File: src/rtl/net_write_tracker_pkg.sv
// Shared types, limits and helpers for the multi-channel net-write tracker.
package net_write_tracker_pkg;

   localparam int CNT_W           = 64;
   localparam int MAX_SYNC_STAGES = 8;

   typedef logic signed [CNT_W-1:0] count_t;

   // Caller sets eq_vec[k] = (stage k == stage 0) and ties unused stages to 1,
   // so the chain is stable exactly when every bit is set.
   function automatic logic chain_stable(input logic [MAX_SYNC_STAGES-1:0] eq_vec);
      return &eq_vec;
   endfunction

   function automatic bit sync_stages_ok(input int n);
      return (n >= 2) && (n <= MAX_SYNC_STAGES);
   endfunction

   function automatic bit stale_limit_ok(input int n);
      return n >= 1;
   endfunction

endpackage

File: src/rtl/net_write_tracker_chan.sv
// One channel: read-count stability chain, last stable reads, occupancy,
// full/almost-full flags, stale detection and sticky range error.
module net_write_tracker_chan
   import net_write_tracker_pkg::*;
#(
   parameter int DWIDTH      = 64,
   parameter int SYNC_STAGES = 3,
   parameter int FIFO_DEPTH  = 1024,
   parameter int AF_MARGIN   = 4,
   parameter int STALE_LIMIT = 16
) (
   input  logic              clk_i,
   input  logic              rst_i,
   input  logic [DWIDTH-1:0] writes_i,
   input  logic [DWIDTH-1:0] reads_i,
   input  logic              clear_err_i,
   output logic [DWIDTH-1:0] net_o,
   output logic              full_o,
   output logic              almost_full_o,
   output logic              stale_o,
   output logic              update_o,
   output logic              err_o
);

   if (!sync_stages_ok(SYNC_STAGES)) begin : g_bad_sync
      $error("SYNC_STAGES must be in 2..%0d", MAX_SYNC_STAGES);
   end
   if (!stale_limit_ok(STALE_LIMIT)) begin : g_bad_stale
      $error("STALE_LIMIT must be >= 1");
   end

   localparam int CW = $clog2(STALE_LIMIT + 1);
   localparam logic signed [DWIDTH-1:0] DEPTH_S = DWIDTH'(FIFO_DEPTH);
   localparam logic signed [DWIDTH-1:0] AF_S    = DWIDTH'(FIFO_DEPTH - AF_MARGIN);
   localparam logic [CW-1:0]            LIMIT_C = CW'(STALE_LIMIT);

   logic [SYNC_STAGES-1:0][DWIDTH-1:0] chain_q, chain_d;
   logic [DWIDTH-1:0]                  lsr_q, lsr_d;
   logic signed [DWIDTH-1:0]           net_q, net_d;
   logic [CW-1:0]                      cnt_q, cnt_d;
   logic full_q, full_d, af_q, af_d, stale_q, stale_d;
   logic upd_q, upd_d, err_q, err_d;
   logic [MAX_SYNC_STAGES-1:0]         eq_vec;
   logic                               stable;

   // Stage comparison against stage 0; stages beyond the chain count as equal.
   always_comb begin
      eq_vec = '1;
      for (int i = 1; i < SYNC_STAGES; i++) eq_vec[i] = (chain_q[i] == chain_q[0]);
   end

   assign stable = chain_stable(eq_vec);

   // Next state: chain shift, stable-read latch, occupancy, flags, stale and error.
   always_comb begin
      chain_d = {chain_q[SYNC_STAGES-2:0], reads_i};
      lsr_d   = stable ? chain_q[0] : lsr_q;
      upd_d   = stable && (chain_q[0] != lsr_q);
      // Uses the held reads value; modulo subtraction absorbs counter wrap.
      net_d   = $signed(writes_i - lsr_q);
      full_d  = (net_d >= DEPTH_S);
      af_d    = (net_d >= AF_S);
      if (stable)                cnt_d = '0;
      else if (cnt_q >= LIMIT_C) cnt_d = LIMIT_C;
      else                       cnt_d = cnt_q + 1'b1;
      stale_d = (cnt_d >= LIMIT_C);
      // A fresh violation beats a same-cycle clear.
      if ((net_d < 0) || (net_d > DEPTH_S)) err_d = 1'b1;
      else if (clear_err_i)                 err_d = 1'b0;
      else                                  err_d = err_q;
   end

   // State registers with synchronous reset.
   always_ff @(posedge clk_i) begin
      if (rst_i) begin
         chain_q <= '0;
         lsr_q   <= '0;
         net_q   <= '0;
         cnt_q   <= '0;
         full_q  <= 1'b0;
         af_q    <= 1'b0;
         stale_q <= 1'b0;
         upd_q   <= 1'b0;
         err_q   <= 1'b0;
      end else begin
         chain_q <= chain_d;
         lsr_q   <= lsr_d;
         net_q   <= net_d;
         cnt_q   <= cnt_d;
         full_q  <= full_d;
         af_q    <= af_d;
         stale_q <= stale_d;
         upd_q   <= upd_d;
         err_q   <= err_d;
      end
   end

   assign net_o         = net_q;
   assign full_o        = full_q;
   assign almost_full_o = af_q;
   assign stale_o       = stale_q;
   assign update_o      = upd_q;
   assign err_o         = err_q;

endmodule

File: src/rtl/net_write_tracker_multi.sv
// Bank of independent net-write trackers; slices the flat buses per channel.
module net_write_tracker_multi
   import net_write_tracker_pkg::*;
#(
   parameter int DWIDTH      = 64,
   parameter int NUM_CH      = 4,
   parameter int SYNC_STAGES = 3,
   parameter int FIFO_DEPTH  = 1024,
   parameter int AF_MARGIN   = 4,
   parameter int STALE_LIMIT = 16
) (
   input  logic                     aclk,
   input  logic                     areset,
   input  logic [NUM_CH*DWIDTH-1:0] total_writes,
   input  logic [NUM_CH*DWIDTH-1:0] total_reads,
   input  logic [NUM_CH-1:0]        clear_err,
   output logic [NUM_CH*DWIDTH-1:0] net_writes,
   output logic [NUM_CH-1:0]        full,
   output logic [NUM_CH-1:0]        almost_full,
   output logic [NUM_CH-1:0]        stale,
   output logic [NUM_CH-1:0]        reads_update,
   output logic [NUM_CH-1:0]        range_err
);

   for (genvar c = 0; c < NUM_CH; c++) begin : g_ch
      net_write_tracker_chan #(
         .DWIDTH      (DWIDTH),
         .SYNC_STAGES (SYNC_STAGES),
         .FIFO_DEPTH  (FIFO_DEPTH),
         .AF_MARGIN   (AF_MARGIN),
         .STALE_LIMIT (STALE_LIMIT)
      ) u_chan (
         .clk_i         (aclk),
         .rst_i         (areset),
         .writes_i      (total_writes[c*DWIDTH +: DWIDTH]),
         .reads_i       (total_reads[c*DWIDTH +: DWIDTH]),
         .clear_err_i   (clear_err[c]),
         .net_o         (net_writes[c*DWIDTH +: DWIDTH]),
         .full_o        (full[c]),
         .almost_full_o (almost_full[c]),
         .stale_o       (stale[c]),
         .update_o      (reads_update[c]),
         .err_o         (range_err[c])
      );
   end

endmodule
File: config.mk
export PLATFORM = sky130hd
export DESIGN_NAME = net_write_tracker_multi
export DESIGN_NICKNAME = d
export VERILOG_FILES = /design/src/rtl/net_write_tracker_pkg.sv /design/src/rtl/net_write_tracker_chan.sv /design/src/rtl/net_write_tracker_multi.sv
export SDC_FILE = /design/constraint.sdc
export NUM_CORES = 2
export LEC_CHECK = 0
export CAP_MARGIN = 10
export CORE_MARGIN = 2
export CORE_UTILIZATION = 58
export DETAILED_ROUTE_END_ITERATION = 8
export DONT_BUFFER_PORTS = 1
export PLACE_DENSITY = 0.76
export SLEW_MARGIN = 20
export SYNTH_ARGS = -nofsm -noshare
export SYNTH_HDL_FRONTEND = slang
export SYNTH_HIERARCHICAL = 1
export SYNTH_SLANG_ARGS = --single-unit
File: constraint.sdc
create_clock -name aclk -period 2.9 [get_ports aclk]
set_input_delay 0.29 -clock aclk [delete_from_list [all_inputs] [get_ports aclk]]
set_output_delay 0.29 -clock aclk [all_outputs]
set_load 0.02 [all_outputs]
==> results.sh, run 1 <==
export IMPL_synth_seq_cells=1316
export IMPL_root_buffer="sky130_fd_sc_hd__clkbuf_16"
export IMPL_cts_sinks=1316
export IMPL_synthArstFlopShare=0
export IMPL_cts_root_to_sink_buffers=3
export IMPL_fp_dieW_microns=339
export IMPL_grt_pass1_wl_microns=592000
export IMPL_dp_hpwl_microns=199000
export IMPL_clock_tree_htree_level_count=4
export IMPL_synth_warnings=6
export IMPL_yosysSeqAreaShare=0.405
export IMPL_synth_edff_count=0
export IMPL_cts_buffers=134
export IMPL_place_port_buffers=0
export IMPL_syn_instance_count=7244
export IMPL_place_gp_congestion=1.06
export IMPL_synth_cell_area_sq_mm=0.0650
export IMPL_last_flow_stage_reached="global routing (5_1_grt)"
export IMPL_initial_core_util=0.586
export IMPL_groute_usage_overall=0.703
export IMPL_cell_rows=122
export IMPL_synth_cell_types=79
export IMPL_grt_pass1_vias=83700
export IMPL_die_h_microns=339
export IMPL_synth_avg_cell_area_sq_um=8.97
export IMPL_grt_max_degree=1301
export IMPL_run_stop_error="[ERROR GRT-0116] Global routing finished with congestion. Check the congestion regions in the DRC Viewer."
export IMPL_status="aborted with a tool error"
export IMPL_place_ws_ns=-1.13
export IMPL_synth_main_ff_cell="sky130_fd_sc_hd__dfxtp_1"
export IMPL_floorplan_io_pins=794
export IMPL_mappedNetlistNets=8026
export IMPL_overflow=483
-- cells in the mapped netlist, types with 16 or more instances --
cell type / count / share of area
sky130_fd_sc_hd__dfxtp_1: 1316 / 0.41
sky130_fd_sc_hd__nor2b_1: 828 / 0.080
sky130_fd_sc_hd__nor2_1: 652 / 0.038
sky130_fd_sc_hd__xnor2_1: 488 / 0.066
sky130_fd_sc_hd__xor2_1: 416 / 0.056
sky130_fd_sc_hd__nand2_1: 380 / 0.022
sky130_fd_sc_hd__a21oi_1: 372 / 0.029
sky130_fd_sc_hd__inv_1: 332 / 0.019
sky130_fd_sc_hd__mux2i_1: 264 / 0.041
sky130_fd_sc_hd__ha_1: 260 / 0.050
sky130_fd_sc_hd__o21ai_0: 260 / 0.020
sky130_fd_sc_hd__nand4_1: 252 / 0.024
sky130_fd_sc_hd__clkbuf_1: 216 / 0.012
sky130_fd_sc_hd__nor4_1: 144 / 0.014
sky130_fd_sc_hd__nor3_1: 132 / 0.010
sky130_fd_sc_hd__o21bai_1: 64 / 0.0074
sky130_fd_sc_hd__buf_2: 60 / 0.0046
sky130_fd_sc_hd__o21a_1: 56 / 0.0065
sky130_fd_sc_hd__a21o_1: 52 / 0.0060
sky130_fd_sc_hd__and3_1: 48 / 0.0046
sky130_fd_sc_hd__or3_1: 48 / 0.0046
sky130_fd_sc_hd__a211oi_1: 44 / 0.0051
sky130_fd_sc_hd__o21ai_1: 40 / 0.0031
sky130_fd_sc_hd__nand3_1: 36 / 0.0028
sky130_fd_sc_hd__and3b_1: 32 / 0.0043
sky130_fd_sc_hd__nand2b_1: 32 / 0.0031
sky130_fd_sc_hd__a21boi_0: 28 / 0.0032
sky130_fd_sc_hd__o211ai_1: 28 / 0.0032
sky130_fd_sc_hd__o22ai_1: 24 / 0.0023
sky130_fd_sc_hd__a31oi_1: 20 / 0.0019
sky130_fd_sc_hd__a21oi_2: 16 / 0.0022
sky130_fd_sc_hd__and4_1: 16 / 0.0022
sky130_fd_sc_hd__o31ai_1: 16 / 0.0018
sky130_fd_sc_hd__or2_2: 16 / 0.0015
-- routing by layer --
| layer | GRT overflow | global-route usage |
|---|---|---|
| met5 | 0 | 0.307 |
| met1 | 6 | 0.688 |
| met2 | 319 | 0.910 |
| met3 | 2 | 0.516 |
| met4 | 156 | 0.694 |
-- repair_timing --
action	4_1_cts
hold buffers	1065
pin swaps	131
cloned	0
hold endpoints to repair	1274
resized for setup	401
endpoints found under the setup margin	71
setup buffers	79
-- kinds of logic after synthesis --
logic type	count (synthesis)	synth area share
fa+ha+maj	264	0.0513
buf+inv	624	0.0386
flops	1316	0.405
simple gates	2684	0.221
compound gates	1176	0.120
xor+xnor	904	0.122
mux	276	0.0427
-- per-stage QoR --
stage / utilization / hold slack [ns] / TNS (ns) / cells / instance area (sq um)
floorplan: - / 0.418 / -1.57 / 7244 / 65800
global placement: 0.714 / 0.420 / -19.28 / 10100 / 79200
detailed placement: 0.714 / 0.424 / -19.91 / 10100 / 79200
CTS: 0.873 / -0.335 / -9.62 / 11500 / 96900
==> run 2: changes to the inputs <==
--- a/config.mk
+++ b/config.mk
@@ -7,10 +7,10 @@
 export LEC_CHECK = 0
 export CAP_MARGIN = 10
 export CORE_MARGIN = 2
-export CORE_UTILIZATION = 58
+export CORE_UTILIZATION = 40
 export DETAILED_ROUTE_END_ITERATION = 8
 export DONT_BUFFER_PORTS = 1
-export PLACE_DENSITY = 0.76
+export PLACE_DENSITY_LB_ADDON = 0.15
 export SLEW_MARGIN = 20
 export SYNTH_ARGS = -nofsm -noshare
 export SYNTH_HDL_FRONTEND = slang
==> constraint.sdc (replaced) <==
create_clock -name aclk -period 3.75 [get_ports aclk]
set_input_delay 0.375 -clock aclk [delete_from_list [all_inputs] [get_ports aclk]]
set_output_delay 0.375 -clock aclk [all_outputs]
set_load 0.02 [all_outputs]
==> run 2 against run 1 <==
- the flow now finishes, with violations (setup timing)
- synthesized cell count did not move
- area after synthesis is the same
==> results.sh, run 2 <==
export IMPL_status="finished, violations left"
export IMPL_violations="setup timing"
export IMPL_synth_edff_count=0
export IMPL_syn_instance_count=7244
export IMPL_timing_max_transition_violations_final=0
export IMPL_power_density_mw_per_mm2=383
export IMPL_ratio_of_final_minimum_period_to_clock_period=1.08
export IMPL_synth_largest_area_cell="sky130_fd_sc_hd__dfxtp_1"
export IMPL_grt_max_degree=874
export IMPL_tritoncts="done"
export IMPL_timing_worst_setup_path_type="reg -> reg"
export IMPL_highest_count_cells_in_the_layout_ignoring_fill_and_taps="sky130_fd_sc_hd__dfxtp_1, sky130_fd_sc_hd__buf_4, sky130_fd_sc_hd__dlygate4sd3_1"
export IMPL_totalNegativeSetupSlack_ns=-1.33
export IMPL_nets=10300
export IMPL_final_common_cell="sky130_fd_sc_hd__dfxtp_1"
export IMPL_final_util=0.591
export IMPL_groute_usage_overall=0.316
export IMPL_wl_per_cell_microns=23.0
export IMPL_dr_first_iter_drc_count=4596
export IMPL_overflow=0
export IMPL_setup_violations=9
export IMPL_worst_slack_ns=-0.311
export IMPL_grt_pass1_wl_microns=396000
export IMPL_max_cap_viol_count=0
export IMPL_place_port_buffers=0
export IMPL_crit_path_end_kind="flop"
export IMPL_place_ws_ns=-0.954
export IMPL_die_area_sq_mm=0.166
export IMPL_clk_latency_ns=0.82
export IMPL_core_area_sq_mm=0.161
export IMPL_max_ffs_per_register=512
export IMPL_max_slew_headroom=0.118
export IMPL_dp_hpwl_microns=202000
export IMPL_die_h_microns=407
export IMPL_crit_required_ns=4.43
export IMPL_leak_pwr_uw=0.0402
export IMPL_synth_avg_cell_area_sq_um=8.97
export IMPL_worst_ir_drop_vdd_mv=0.487
export IMPL_cts_root_to_sink_buffers=3
export IMPL_synth_cell_area_sq_mm=0.0650
export IMPL_clock_tree_htree_level_count=4
export IMPL_synth_cell_types=79
export IMPL_floorplan_io_pins=794
export IMPL_area_growth_synth_to_final_pct=46.4
export IMPL_worstPathMaxFanout=4
export IMPL_clock_fmax_ghz=0.246
export IMPL_worstPathArrival_ns=4.74
export IMPL_place_area_sq_mm=0.0757
export IMPL_synth_top_cells_by_area="sky130_fd_sc_hd__dfxtp_1, sky130_fd_sc_hd__nor2b_1, sky130_fd_sc_hd__xnor2_1"
export IMPL_yosys_cell_count_top_type="sky130_fd_sc_hd__dfxtp_1"
export IMPL_place_gp_congestion=0.983
export IMPL_routed_via_density=5.18
export IMPL_mappedNetlistNets=8026
export IMPL_synthArstFlopShare=0
export IMPL_detail_route_first_pass_iterations=6
export IMPL_post_route_drc_count=0
export IMPL_synth_top_cells_by_count="sky130_fd_sc_hd__dfxtp_1, sky130_fd_sc_hd__nor2b_1, sky130_fd_sc_hd__nor2_1"
export IMPL_final_period_minus_worst_setup_slack_ns=4.06
export IMPL_cts_buffers=147
export IMPL_worst_pin_slew_ns=1.32
export IMPL_timing_critical_path_from_type="flop"
export IMPL_initial_core_util=0.404
export IMPL_final_hold_viol_count=0
export IMPL_min_delay_path_class="in -> reg"
export IMPL_area_share_of_the_leading_cell_type_in_the_synthesized_netlist=0.405
export IMPL_layout_cell_share_with_drive_strength_beyond_1=0.204
export IMPL_synth_seq_cells=1316
export IMPL_total_number_of_vias=61400
export IMPL_grt_pass1_vias=61900
export IMPL_setup_repair_after_global_routing_missed_its_margin="true"
export IMPL_clk_pin_slew_worst_paths_ns=0.06
export IMPL_route_final_wire_length_microns=273000
export IMPL_synth_main_ff_cell="sky130_fd_sc_hd__dfxtp_1"
export IMPL_cts_sinks=1316
export IMPL_final_worst_clock_skew_ns=0.0331
export IMPL_grt_antenna_before_repair=49
export IMPL_postRouteAntennaNets=0
export IMPL_cell_rows=147
export IMPL_root_buffer="sky130_fd_sc_hd__clkbuf_16"
export IMPL_final_cell_area_sq_mm=0.0951
export IMPL_synth_warnings=6
export IMPL_fp_dieW_microns=407
export IMPL_yosysSeqAreaShare=0.405
run 2: metrics by stage:
stage	hold WS, ns	std cells	power (uW)
final	0.0625	11800	36400
after global routing	0.0574	11800	37700
after CTS	0.000839	11800	36200
after detailed placement	0.448	10300	20400
after global placement	0.441	10300	20400
after floorplan	0.430	7244	18300
run 2: worst max-delay path: stages (launching register included):
cell and delay (ns):
sky130_fd_sc_hd__dfxtp_2 0.33, sky130_fd_sc_hd__ha_4 0.16, sky130_fd_sc_hd__fa_2 0.41, sky130_fd_sc_hd__nor2b_2 0.14
sky130_fd_sc_hd__o311a_1 0.24, sky130_fd_sc_hd__buf_6 0.14, sky130_fd_sc_hd__o211ai_4 0.09, sky130_fd_sc_hd__buf_6 0.15
sky130_fd_sc_hd__a2111oi_4 0.36, sky130_fd_sc_hd__buf_6 0.20, sky130_fd_sc_hd__nor3_4 0.06, sky130_fd_sc_hd__mux2i_1 0.22
sky130_fd_sc_hd__nand3_1 0.10, sky130_fd_sc_hd__nor4bb_1 0.36, sky130_fd_sc_hd__nand4b_1 0.20, sky130_fd_sc_hd__nor4_4 0.46
sky130_fd_sc_hd__buf_4 0.21, sky130_fd_sc_hd__a41oi_2 0.07
run 2: cell type report:
type	count	area, sq um
diodes	32	80.1
clock buffers	202	4200
clock inverters	61	777
fillers	14000	65800
inverters	332	1250
multi-input cells	5304	38200
flip-flops and latches	1316	26400
well taps	2160	2700
repair buffers	2441	21500
run 2: logic make-up after synthesis:
family,count (synthesis),share of synthesized area
AND/OR/NAND/NOR,2684,0.221
AO/OA/AOI/OAI,1176,0.120
multiplexers,276,0.0427
flip-flops,1316,0.405
XOR/XNOR,904,0.122
buffers and inverters,624,0.0386
adder cells (fa/ha/maj),264,0.0513
run 2: final timing paths:
path	start	cells after the start	slack (ns)	to
setup reg to reg	g_ch[3].u_chan/lsr_q[0]	17	-0.31	g_ch[3].u_chan/err_o
setup / recovery	g_ch[3].u_chan/lsr_q[0]	17	-0.31	g_ch[3].u_chan/err_o
hold reg to reg	g_ch[0].u_chan/cnt_q[0]	1	0.46	g_ch[0].u_chan/cnt_q[0]
hold / removal	total_writes[255]	4	0.06	g_ch[3].u_chan/net_o[63]
run 2: where the power goes:
group	total, uW	switching, uW	internal (uW)
registers	15500	912	14600
logic	6060	3070	2990
clock network	14900	6260	8610
run 2: metal layers:
layer,global-route usage,vias to the layer above,share of wire
met5,0,-,0.00080
met4,0.125,34,0.042
met3,0.0685,468,0.070
met2,0.518,1928,0.46
met1,0.404,29600,0.43
li1,-,29400,-
run 2: timing repair:
item,in CTS,in global routing
setup endpoints to repair,15,94
buffers inserted,38,46
endpoints found under the hold margin,987,0
cloned,0,0
resized for setup,170,280
pin swaps,83,118
hold buffers,1141,0
No activity file was read; power rests on OpenSTA's default activity.
